**src/rtl/ctrl_pkg.sv**
```systemverilog
`default_nettype none
// +--------------------------------------------------------------------+
// | ctrl_pkg : shared control-bundle types and encodings for ctrl_pipe |
// | Rev 1.0                                                            |
// +--------------------------------------------------------------------+
package ctrl_pkg;

  localparam int CTRL_REG_ADDR_W = 5;
  localparam int CTRL_ALUOP_W    = 2;

  localparam logic [CTRL_ALUOP_W-1:0] ALUOP_LDST = 2'b00;
  localparam logic [CTRL_ALUOP_W-1:0] ALUOP_BEQ  = 2'b01;
  localparam logic [CTRL_ALUOP_W-1:0] ALUOP_R    = 2'b10;
  localparam logic [CTRL_ALUOP_W-1:0] ALUOP_IMM  = 2'b11;

  localparam logic [1:0] FWD_RF  = 2'b00;
  localparam logic [1:0] FWD_MEM = 2'b10;
  localparam logic [1:0] FWD_WB  = 2'b01;

  typedef struct packed {
    logic                       valid;
    logic [CTRL_ALUOP_W-1:0]    alu_op;
    logic                       alu_src;
    logic                       reg_write;
    logic                       mem_write;
    logic                       mem_read;
    logic                       mem2reg;
    logic [CTRL_REG_ADDR_W-1:0] rs1;
    logic [CTRL_REG_ADDR_W-1:0] rs2;
    logic [CTRL_REG_ADDR_W-1:0] rd;
  } ctrl_bundle_t;

  typedef struct packed {
    logic                       reg_write;
    logic                       mem_write;
    logic                       mem_read;
    logic                       mem2reg;
    logic [CTRL_REG_ADDR_W-1:0] rd;
  } mem_bundle_t;

  typedef struct packed {
    logic                       reg_write;
    logic                       mem2reg;
    logic [CTRL_REG_ADDR_W-1:0] rd;
  } wb_bundle_t;

  localparam ctrl_bundle_t BUBBLE = '0;

endpackage
`default_nettype wire

```
**src/rtl/hazard_fwd_unit.sv**
```systemverilog
`default_nettype none
// +--------------------------------------------------------------------+
// | hazard_fwd_unit : load-use stall detect and EX operand forwarding  |
// | Rev 1.0                                                            |
// +--------------------------------------------------------------------+
module hazard_fwd_unit
  import ctrl_pkg::*;
#(
  parameter int REG_ADDR_W = CTRL_REG_ADDR_W
) (
  input  logic                  id_valid,
  input  logic [REG_ADDR_W-1:0] id_rs1,
  input  logic [REG_ADDR_W-1:0] id_rs2,
  input  logic                  ex_valid,
  input  logic                  ex_mem_read,
  input  logic [REG_ADDR_W-1:0] ex_rd,
  input  logic [REG_ADDR_W-1:0] ex_rs1,
  input  logic [REG_ADDR_W-1:0] ex_rs2,
  input  logic                  mem_reg_write,
  input  logic [REG_ADDR_W-1:0] mem_rd,
  input  logic                  wb_reg_write,
  input  logic [REG_ADDR_W-1:0] wb_rd,
  output logic                  stall,
  output logic [1:0]            fwd_a,
  output logic [1:0]            fwd_b
);

  // The younger EX/MEM result shadows MEM/WB; x0 never forwards.
  function automatic logic [1:0] fwd_sel(
    input logic [REG_ADDR_W-1:0] rs,
    input logic                  m_rw,
    input logic [REG_ADDR_W-1:0] m_rd,
    input logic                  w_rw,
    input logic [REG_ADDR_W-1:0] w_rd
  );
    if (m_rw && (m_rd != '0) && (m_rd == rs))
      return FWD_MEM;
    else if (w_rw && (w_rd != '0) && (w_rd == rs))
      return FWD_WB;
    else
      return FWD_RF;
  endfunction

  logic w_ex_load;

  assign w_ex_load = ex_valid & ex_mem_read & (ex_rd != '0);
  assign stall     = id_valid & w_ex_load & ((ex_rd == id_rs1) | (ex_rd == id_rs2));
  assign fwd_a     = fwd_sel(ex_rs1, mem_reg_write, mem_rd, wb_reg_write, wb_rd);
  assign fwd_b     = fwd_sel(ex_rs2, mem_reg_write, mem_rd, wb_reg_write, wb_rd);

endmodule
`default_nettype wire

```
**src/rtl/ctrl_pipe.sv**
```systemverilog
`default_nettype none
// +--------------------------------------------------------------------+
// | ctrl_pipe : ID/EX, EX/MEM, MEM/WB control registers with bubbles   |
// | Rev 1.0                                                            |
// +--------------------------------------------------------------------+
module ctrl_pipe
  import ctrl_pkg::*;
#(
  parameter int REG_ADDR_W = CTRL_REG_ADDR_W,
  parameter int ALUOP_W    = CTRL_ALUOP_W,
  parameter int CNT_W      = 32
) (
  input  logic                  clk_i,
  input  logic                  rst_i,
  input  logic                  id_valid_i,
  input  logic [ALUOP_W-1:0]    id_ALUOp_i,
  input  logic                  id_ALUSrc_i,
  input  logic                  id_RegWrite_i,
  input  logic                  id_MemWrite_i,
  input  logic                  id_MemRead_i,
  input  logic                  id_Mem2Reg_i,
  input  logic [REG_ADDR_W-1:0] id_rs1_i,
  input  logic [REG_ADDR_W-1:0] id_rs2_i,
  input  logic [REG_ADDR_W-1:0] id_rd_i,
  input  logic                  flush_i,
  output logic                  stall_o,
  output logic [ALUOP_W-1:0]    ex_ALUOp_o,
  output logic                  ex_ALUSrc_o,
  output logic [1:0]            fwdA_o,
  output logic [1:0]            fwdB_o,
  output logic                  mem_MemWrite_o,
  output logic                  mem_MemRead_o,
  output logic [REG_ADDR_W-1:0] mem_rd_o,
  output logic                  wb_RegWrite_o,
  output logic                  wb_Mem2Reg_o,
  output logic [REG_ADDR_W-1:0] wb_rd_o,
  output logic [CNT_W-1:0]      stall_cnt_o,
  output logic [CNT_W-1:0]      flush_cnt_o
);

  ctrl_bundle_t     r_id_ex;
  mem_bundle_t      r_ex_mem;
  wb_bundle_t       r_mem_wb;
  logic [CNT_W-1:0] r_stall_cnt;
  logic [CNT_W-1:0] r_flush_cnt;

  ctrl_bundle_t     w_id_bundle;
  logic             w_stall;
  logic             w_take;

  assign w_id_bundle = '{
    valid:     1'b1,
    alu_op:    id_ALUOp_i,
    alu_src:   id_ALUSrc_i,
    reg_write: id_RegWrite_i,
    mem_write: id_MemWrite_i,
    mem_read:  id_MemRead_i,
    mem2reg:   id_Mem2Reg_i,
    rs1:       id_rs1_i,
    rs2:       id_rs2_i,
    rd:        id_rd_i
  };

  // Stall, flush and empty ID all collapse to a bubble; flush needs no extra cycle.
  assign w_take = id_valid_i & ~w_stall & ~flush_i;

  hazard_fwd_unit #(
    .REG_ADDR_W (REG_ADDR_W)
  ) u_hazard_fwd (
    .id_valid      (id_valid_i),
    .id_rs1        (id_rs1_i),
    .id_rs2        (id_rs2_i),
    .ex_valid      (r_id_ex.valid),
    .ex_mem_read   (r_id_ex.mem_read),
    .ex_rd         (r_id_ex.rd),
    .ex_rs1        (r_id_ex.rs1),
    .ex_rs2        (r_id_ex.rs2),
    .mem_reg_write (r_ex_mem.reg_write),
    .mem_rd        (r_ex_mem.rd),
    .wb_reg_write  (r_mem_wb.reg_write),
    .wb_rd         (r_mem_wb.rd),
    .stall         (w_stall),
    .fwd_a         (fwdA_o),
    .fwd_b         (fwdB_o)
  );

  always_ff @(posedge clk_i or posedge rst_i) begin
    if (rst_i) begin
      r_id_ex     <= BUBBLE;
      r_ex_mem    <= '0;
      r_mem_wb    <= '0;
      r_stall_cnt <= '0;
      r_flush_cnt <= '0;
    end else begin
      r_id_ex  <= w_take ? w_id_bundle : BUBBLE;
      r_ex_mem <= '{
        reg_write: r_id_ex.reg_write,
        mem_write: r_id_ex.mem_write,
        mem_read:  r_id_ex.mem_read,
        mem2reg:   r_id_ex.mem2reg,
        rd:        r_id_ex.rd
      };
      r_mem_wb <= '{
        reg_write: r_ex_mem.reg_write,
        mem2reg:   r_ex_mem.mem2reg,
        rd:        r_ex_mem.rd
      };
      if (w_stall && !(&r_stall_cnt))
        r_stall_cnt <= r_stall_cnt + 1'b1;
      if (flush_i && !(&r_flush_cnt))
        r_flush_cnt <= r_flush_cnt + 1'b1;
    end
  end

  assign stall_o        = w_stall;
  assign ex_ALUOp_o     = r_id_ex.alu_op;
  assign ex_ALUSrc_o    = r_id_ex.alu_src;
  assign mem_MemWrite_o = r_ex_mem.mem_write;
  assign mem_MemRead_o  = r_ex_mem.mem_read;
  assign mem_rd_o       = r_ex_mem.rd;
  assign wb_RegWrite_o  = r_mem_wb.reg_write;
  assign wb_Mem2Reg_o   = r_mem_wb.mem2reg;
  assign wb_rd_o        = r_mem_wb.rd;
  assign stall_cnt_o    = r_stall_cnt;
  assign flush_cnt_o    = r_flush_cnt;

endmodule
`default_nettype wire

```
**config.mk**
```make
export PLATFORM = sky130hd
export DESIGN_NAME = ctrl_pipe
export DESIGN_NICKNAME = d
export VERILOG_FILES = /design/src/rtl/ctrl_pkg.sv /design/src/rtl/hazard_fwd_unit.sv /design/src/rtl/ctrl_pipe.sv
export SDC_FILE = /design/constraint.sdc
export NUM_CORES = 1
export LEC_CHECK = 0
export ABC_AREA = 1
export CAP_MARGIN = 10
export CORE_MARGIN = 2
export CORE_UTILIZATION = 65
export CTS_BUF_LIST = sky130_fd_sc_hd__clkbuf_4 sky130_fd_sc_hd__clkbuf_8
export CTS_CLUSTER_SIZE = 14
export DETAILED_ROUTE_END_ITERATION = 16
export DONT_BUFFER_PORTS = 1
export GPL_ROUTABILITY_DRIVEN = 0
export PLACE_DENSITY = 0.88
export SLEW_MARGIN = 20
export SYNTH_ARGS = -nofsm -noshare
export SYNTH_HDL_FRONTEND = slang
export SYNTH_SLANG_ARGS = --single-unit
```
**constraint.sdc**
```tcl
create_clock -name clk_i -period 6.9 [get_ports clk_i]
set_clock_uncertainty 0.15 [all_clocks]
set_input_delay 1.035 -clock clk_i [delete_from_list [all_inputs] [get_ports clk_i]]
set_output_delay 1.035 -clock clk_i [all_outputs]
set_load 0.1 [all_outputs]
```
==> results of run 1 <==
[power by group]
group | leakage (nW) | switching, mW | total [mW] | internal, mW
Combinational | 1.55 | 0.0569 | 0.0875 | 0.0305
Clock | 0.0993 | 0.227 | 0.378 | 0.152
Sequential | 1.40 | 0.154 | 0.776 | 0.621
[sequential cells by signal (all words and copies together), names as in the netlist]
name and count:
wb_Mem2Reg_o 1, mem_MemRead_o 1, mem_MemWrite_o 1, ex_ALUOp_o 2
wb_rd_o 5, wb_RegWrite_o 1, ex_ALUSrc_o 1, stall_cnt_o 32
flush_cnt_o 32, r_ex_mem 2, r_id_ex 20, mem_rd_o 5
[how the worst min path moves through the flow]
| stage | end | cells past startpoint | startpoint |
|---|---|---|---|
| after floorplan | mem_MemWrite_o | 0 | r_id_ex[17] |
| after global placement | mem_MemWrite_o | 0 | r_id_ex[17] |
| after detailed placement | mem_MemWrite_o | 0 | r_id_ex[17] |
| after CTS | mem_MemWrite_o | 0 | r_id_ex[17] |
| after global routing | mem_MemWrite_o | 0 | r_id_ex[17] |
| final | mem_MemWrite_o | 0 | r_id_ex[17] |
[metrics by stage]
step                      instance area, µm²  utilization  setup WS, ps  hold WS (ps)
final                                   6230        0.687          2860           202
after global routing                    6230        0.687          2800           217
after CTS                               6230        0.687          2850           212
after detailed placement                6030        0.666          3260           186
after global placement                  6030        0.666          3400           182
after floorplan                         5980            -           481           181
[worst max-delay path: stages, from the launching register on]
cell	delay, ps
dfrtp_1	1010
xor2_1	180
nor3_1	310
nand4_1	140
nor2_2	840
[cell families after synthesis]
kind of cell / count (synthesis)
compound gates: 25
xor+xnor: 52
fa+ha+maj: 2
buf+inv: 107
flops: 103
simple gates: 546
[cell usage in the layout, fill, tap and decap left out, drive strengths merged]
master / synthesis / routed
nor3: 10 / 10
and2: 1 / 1
nor2: 122 / 122
nand2: 342 / 342
nor4: 2 / 2
xor2: 35 / 35
clkbuf: 2 / 12
nand3: 35 / 35
nor2b: 1 / 1
a21oi: 1 / 1
xnor2: 17 / 17
nand3b: 18 / 18
o21ai: 24 / 24
inv: 85 / 90
buf: 20 / 3
nand4: 12 / 12
clkinvlp: 0 / 1
nor3b: 1 / 1
and3: 2 / 2
dfrtp: 103 / 103
ha: 2 / 2
[final cells by class]
type,count,area [µm²],area share
clock buffers,10,138,0.0221
well taps,111,139,0.0223
repair buffers,5,72.6,0.0116
multi-input cells,625,2920,0.469
inverters,85,322,0.0516
clock inverters,6,58.8,0.00944
flip-flops and latches,103,2580,0.414
[layer usage]
layer,global-route usage,vias up,part of all wire
li1,-,2546,-
met1,0.311,2379,0.39
met2,0.509,198,0.52
met3,0.0648,41,0.071
met4,0.117,0,0.026
met5,0,-,0
==> results.cfg, run 1 <==
[outcome]
status = complete, no violations

[yosys]
yosys.area_share.xor_xnor = 0.0761
synth-seq-area-share = 0.431
syn_area_per_cell_um2 = 7.16
synthCells = 835
synth.top_cells.by_area = dfrtp_1 43%, nand2_1 21%, nor2_1 7.3%
yosys_warnings = 0
synth_simple_gate_area_share = 0.381
syn_nets = 863
ys_top_cells_by_count = 342 x nand2_1, 117 x nor2_1, 103 x dfrtp_1, 84 x inv_1, 35 x xor2_1
synth-edff-count = 0
complex_gate_fraction_of_the_synthesized_area = 0.0228
ys_async_sr_fraction = 1.00
synth_top_flop_cell = dfrtp_1
yosysMostFrequentCell = nand2_1
synth.ff_latch_count = 103
netlist_area_um2 = 5980
synth_largest_area_cell = dfrtp_1
synth_top_family_by_area = simple AND/OR/NAND/NOR gates
synthDistinctLibCells = 31
synth.mux.area_fraction = 0
post_synth_fa_ha_maj_area_fraction = 0.00418
synthDominantCellAreaShare = 0.431

[final_layout]
final_nets = 857
areaGrowthSynthToFinish_pct = 4.16
layoutNonFillerInstCount = 945
num-fill-cells = 738
n_antenna_cell = 0
drive_gt1_frac = 0.0468

[grt]
first_global_vias = 4957
grtUsageTotal = 0.278
grt_overflow_total = 0
first_pass_grt_wire_length_mm = 22.4
number_of_antenna_violations_at_the_first_check_in_global_routing = 0
grt_start_max_net_pins = 56

[pwr]
power_per_cell_area_nw_per_um2 = 199
total_leakage_power_nw = 3.05
power.ir.vdd_worst_mv = 0.176
totalPowerFinal_mw = 1.24

[clock_tree]
clock_tree.buffer_depth = 2
cts-buffers-inserted = 9
tritoncts = done
h-tree-depth = 3
cts.reportedPaths.clkPinSlew_ps = 110
post_cts_resized = 0
cts.hold.buffers_added = 0
worst_skew_pair.late_latency_ps = 370
cts_setup_buffers = 0
clock-root-buffer = clkbuf_8
cts_sinks = 103

[floorplan]
start_util = 0.660
floorplan.core_area_um2 = 9060
design.die.area_um2 = 9990
dieWidth_um = 99.9
die_h_um = 99.9
ios = 112
core.rowCount = 35

[sta]
unrepaired_setup_endpoints_after_global_routing = false
maxSlewViolCount = 0
worst_max_slew_pin_slew_ps = 1100
final.setup.tns_ps = 0
setup-violations-final = 0
max_clock_freq_mhz = 248
number_of_hold_slack_violations_in_the_final_timing_report = 0
final.period_utilization = 0.585
timing.final.crit_period_ps = 4040
slew_headroom = 0.267

[drt]
drt_iter0_markers = 249
routed_via_density = 5.46
detail_route.wirelength_mm = 13.4
route.detailed.drc = 0
routed-via-count = 5164
drt.antenna.violating_nets = 0
drt-pass1-iter-count = 5
wl_per_cell_um = 14.2

[setup_path]
ff2ff_setup_slack_ps = 3190
critical_r2r_launch = stall_cnt_o[1]
cp_data_required_time_ps = 5710
worstSetupEndpointType = output port
critPathMaxFanout = 4
r2r.worst_path.cells = 9
critPathKind = flip-flop to output port
critical_path.reg2reg.endpoint = stall_cnt_o[23]
worstSetupStartpointType = flip-flop
timing.critical_path.to = fwdA_o[0]
timing.critical_path.arrival_ps = 2850
crit_path_start = wb_rd_o[2]

[worst_hold_path]
worstHoldPathType = flip-flop to flip-flop

[placement]
hpwl_mm = 10.2
io_buffer_count = 0
numPlacedInstances = 929

[flow_run]
timing.max_cap.violations = 0
No activity file was read; power rests on OpenSTA's default activity.
==> run 2, diff against run 1 <==
Settings changed: CORE_UTILIZATION 65 to 60, PLACE_DENSITY 0.88 to 0.86.
Clock period 6.9 ns to 3.3 ns, I/O delays scaled along.
==> results.cfg, run 2 (same netlist as run 1, synthesis figures left out) <==
[clock_tree]
post_cts_resized = 0
cts.reportedPaths.clkPinSlew_ps = 100
h-tree-depth = 3
cts_sinks = 103
cts.hold.buffers_added = 0
tritoncts = done
cts_setup_buffers = 0
cts-buffers-inserted = 9
worst_skew_pair.late_latency_ps = 370
clock_tree.buffer_depth = 2
clock-root-buffer = clkbuf_8

[grt]
number_of_antenna_violations_at_the_first_check_in_global_routing = 0
grt_start_max_net_pins = 104
first_global_vias = 5133
first_pass_grt_wire_length_mm = 24.4
grt_overflow_total = 0
grtUsageTotal = 0.279

[floorplan]
start_util = 0.615
design.die.area_um2 = 10800
dieWidth_um = 104
ios = 112
die_h_um = 104
core.rowCount = 36
floorplan.core_area_um2 = 9730

[sta]
slew_headroom = 0.360
worst_max_slew_pin_slew_ps = 960
maxSlewViolCount = 0
hold_slack_ps = -15.2
final.period_utilization = 0.807
unrepaired_setup_endpoints_after_global_routing = false
number_of_hold_slack_violations_in_the_final_timing_report = 11
max_clock_freq_mhz = 376
final.setup.tns_ps = 0
setup-violations-final = 0
timing.final.crit_period_ps = 2660

[final_layout]
multi_input_combinational_cell_area_um2 = 2950
seqCellArea_um2 = 2580
mostFrequentLayoutCells = 342 x nand2_1, 114 x nor2_1, 103 x dfrtp_1
final_common_cell = nand2_1
areaGrowthSynthToFinish_pct = 14.9
final_nets = 934
finalInstanceArea_um2 = 6870
n_antenna_cell = 0
drive_gt1_frac = 0.128
num-fill-cells = 797
finish.utilization = 0.706

[setup_path]
ff2ff_setup_slack_ps = 720
r2r.worst_path.cells = 9
timing.critical_path.to = fwdA_o[0]
worstSetupStartpointType = flip-flop
critPathMaxFanout = 5
critPathKind = flip-flop to output port
worstSetupEndpointType = output port
critical_r2r_launch = stall_cnt_o[0]
cp_data_required_time_ps = 2650
crit_path_start = mem_rd_o[1]
critical_path.reg2reg.endpoint = stall_cnt_o[5]
timing.critical_path.arrival_ps = 2020

[placement]
io_buffer_count = 0
hpwl_mm = 10.8
placed_cell_area_um2 = 6640

[drt]
drt-pass1-iter-count = 5
drt_iter0_markers = 419
routed-via-count = 5416
detail_route.wirelength_mm = 14.5
routed_via_density = 5.19
wl_per_cell_um = 13.9
drt.antenna.violating_nets = 0
route.detailed.drc = 0

[pwr]
power_report.internal_total_mw = 1.84
totalPowerFinal_mw = 2.76
comb_power_share = 0.173
switching_share = 0.331
clock_power_share = 0.325
power_frac_seq = 0.502
netSwitchingPower_mw = 0.912
total_leakage_power_nw = 3.47
power.ir.vdd_worst_mv = 0.314
power_per_cell_area_nw_per_um2 = 401

[worst_hold_path]
worstHoldPathType = primary input to async pin

[flow_run]
timing.max_cap.violations = 0

[outcome]
violations = hold timing
status = complete, but fails checks
-- run 2: cell count changes in the layout (fill, tap and decap cells not counted), sizes merged --
cell,delta
clkbuf,-3
bufinv,+2
clkinv,+1
buf,+79
clkinvlp,+2
inv,-4
-- run 2: critical path: stages, from the launching register on --
cell     delay [ps]
dfrtp_1         450
nor2_1          150
nand2_1          70
o21ai_0         490
nor4_4           90
nor2_2          100
buf_4           290
-- run 2: power by group through the flow --
stage          registers [mW]  logic (mW)  clock network [mW]
3_5_place_dp             1.41       0.479                   0
6_report                 1.38       0.477               0.896
2_1_floorplan            1.61       0.184                   0
5_1_grt                  1.39       0.507               0.960
3_3_place_gp             1.41       0.470                   0
4_1_cts                  1.38       0.480               0.904
-- run 2: stage by stage --
stage | instances | worst slack [ps]
after floorplan | 835 | -29.3
after global placement | 1028 | 829
after detailed placement | 1028 | 746
after CTS | 1044 | 601
after global routing | 1044 | 404
final | 1044 | 638
-- run 2: per-layer routing --
metal / vias to the layer above / track usage / wire, µm
met5: - / 0 / 0
met4: 0 / 0.102 / 355
met3: 32 / 0.0602 / 1090
met2: 228 / 0.457 / 6850
met1: 2458 / 0.366 / 6220
li1: 2698 / - / -
-- run 2: how the worst min path moves through the flow --
stage	startpoint	endpoint	slack [ps]	depth (start not counted)
2_1_floorplan	r_id_ex[17]	mem_MemWrite_o	180	0
3_3_place_gp	r_id_ex[18]	r_ex_mem[8]	180	0
3_5_place_dp	r_id_ex[15]	r_ex_mem[5]	180	0
4_1_cts	rst_i	flush_cnt_o[4]	10	2
5_1_grt	rst_i	ex_ALUOp_o[0]	40	2
6_report	rst_i	ex_ALUOp_o[0]	-20	2
-- run 2: cell type report --
type | instances | share of cell area
Multi-Input combinational cell | 625 | 0.429
Sequential cell | 103 | 0.375
Timing Repair Buffer | 82 | 0.0914
Inverter | 85 | 0.0470
Tap cell | 133 | 0.0242
Clock buffer | 9 | 0.0180
Clock inverter | 7 | 0.0151
==> run 3, diff against run 2 <==
Settings changed: CORE_UTILIZATION 60 to 65, PLACE_DENSITY 0.86 to 0.88.
Clock period 3.3 ns to 2.5 ns, I/O delays scaled along.
==> results.cfg, run 3 (same netlist as run 1, synthesis figures left out) <==
[drt]
drt_iter0_markers = 381
routed-via-count = 5978
met3WireLength_mm = 1.51
routed_via_density = 5.68
detail_route.wirelength.met1_mm = 5.92
drt-pass1-iter-count = 5
wl_per_cell_um = 16.4
detail_route.wirelength_mm = 17.3
route.detailed.drc = 0
drt.antenna.violating_nets = 0
met2_wirelength_mm = 8.90
routed.top_layer = met4

[final_layout]
n_antenna_cell = 0
final_common_cell = nand2_1
areaGrowthSynthToFinish_pct = 20.2
finish.utilization = 0.794
finalInstanceArea_um2 = 7190
layoutNonFillerInstCount = 1053
drive_gt1_frac = 0.137
mostFrequentLayoutCells = 342 x nand2_1, 115 x nor2_1, 99 x dfrtp_1
final_nets = 965

[clock_tree]
clock-root-buffer = clkbuf_8
cts_sinks = 103
tritoncts = done
clock_tree.buffer_depth = 2
cts-buffers-inserted = 9
cts.reportedPaths.clkPinSlew_ps = 110
worst_skew_pair.late_latency_ps = 380
h-tree-depth = 3
cts_setup_buffers = 0

[placement]
numPlacedInstances = 1014
preCtsSetupSlack_ps = 313
placed_cell_area_um2 = 6700
io_buffer_count = 0
hpwl_mm = 11.8

[sta]
unrepaired_setup_endpoints_after_global_routing = true
hold_slack_ps = 46.2
maxSlewViolCount = 0
final_critical_path_setup_slack_ps = -113
slew_headroom = 0.390
final.period_utilization = 1.05
final.setup.tns_ps = -113
number_of_hold_slack_violations_in_the_final_timing_report = 0
setup-violations-final = 1
timing.final.crit_period_ps = 2610
max_clock_freq_mhz = 383
worst_max_slew_pin_slew_ps = 915

[floorplan]
design.die.area_um2 = 9990
ios = 112
die_h_um = 99.9
floorplan.core_area_um2 = 9060
dieWidth_um = 99.9
core.rowCount = 35
start_util = 0.660

[grt]
first_global_vias = 5963
grt_start_max_net_pins = 64
grtUsageTotal = 0.352
grt_overflow_total = 0
number_of_antenna_violations_at_the_first_check_in_global_routing = 0
first_pass_grt_wire_length_mm = 27.6

[pwr]
total_leakage_power_nw = 3.62
power_per_cell_area_nw_per_um2 = 509
comb_power_share = 0.185
clock_power_share = 0.313
power_frac_seq = 0.502
power_report.internal_total_mw = 2.38
netSwitchingPower_mw = 1.28
switching_share = 0.349
power.ir.vdd_worst_mv = 0.391
totalPowerFinal_mw = 3.66

[setup_path]
critPathBufInv = 2
critPathSlowestCell = xor2_1
timing.critical_path.cells = buf_6 > xor2_1 > nor4_4 > nor2_2 > buf_4
critical-path-top-delay-family = buffers and inverters
critPathMaxFanout = 3
worstSetupStartpointType = flip-flop
cp_data_required_time_ps = 1980
critPathKind = flip-flop to output port
worstSetupEndpointType = output port
timing.critical_path.arrival_ps = 2090
crit_path_max_incr_delay_ps = 470

[flow_run]
timing.max_cap.violations = 0

[outcome]
status = complete, but fails checks
violations = setup timing

[worst_hold_path]
worstHoldPathType = primary input to flip-flop
==> run 3: cell types whose count changed in the layout (fill, tap and decap cells not counted), moves of 2 or more <==
cell / before / now
dfrtp_1: 103 / 99
clkinvlp_4: 3 / 1
buf_6: 0 / 4
dlygate4sd3_1: 0 / 23
buf_12: 1 / 3
dfrtp_2: 0 / 4
buf_8: 0 / 2
clkinv_8: 0 / 3
==> run 3: routing by layer <==
| layer | up-vias | GRT usage |
|---|---|---|
| met1 | 2765 | 0.393 |
| met2 | 347 | 0.631 |
| met5 | - | 0 |
| li1 | 2762 | - |
| met4 | 0 | 0.190 |
| met3 | 104 | 0.0703 |
==> run 3: worst register-to-register path: stages, from the launching register on <==
cell	delay, ps
dfrtp_1	470
inv_1	110
nand2_1	80
nand2_1	50
nor2_1	110
nand3_1	140
nand2_1	160
nand3_2	380
buf_4	330
nand2_1	80
nand2_1	90
==> run 3: power groups by stage <==
stage	clock network [mW]	registers [mW]	logic [mW]
after global routing	1.22	1.85	0.716
after floorplan	0	2.13	0.243
after global placement	0	1.86	0.625
after detailed placement	0	1.87	0.642
final	1.15	1.84	0.680
after CTS	1.15	1.83	0.674
==> run 3: layout make-up <==
| type | instances | area, µm² |
|---|---|---|
| clock buffers | 9 | 124 |
| clock inverters | 7 | 101 |
| fillers | 587 | 1870 |
| inverters | 85 | 323 |
| multi-input cells | 625 | 2950 |
| flip-flops and latches | 103 | 2580 |
| well taps | 111 | 139 |
| repair buffers | 113 | 973 |
==> run 3: worst paths after layout <==
path                        startpoint               to  slack [ps]  depth (start not counted)
hold reg to reg            r_id_ex[17]   mem_MemWrite_o         210                          0
max in group asynchronous        rst_i   stall_cnt_o[1]        1220                          3
hold / removal                 flush_i  flush_cnt_o[16]          50                          3
min in group asynchronous        rst_i   flush_cnt_o[6]         310                          2
setup / recovery           mem_rd_o[1]        fwdA_o[0]        -110                          5
setup reg to reg            r_id_ex[1]  stall_cnt_o[30]         240                         10
==> run 3: what timing repair did <==
item,4_1_cts,5_1_grt
pin swaps,0,1
hold buffers,23,0
gates resized for setup,2,8
hold endpoints to repair,37,0
setup endpoints to repair,3,5
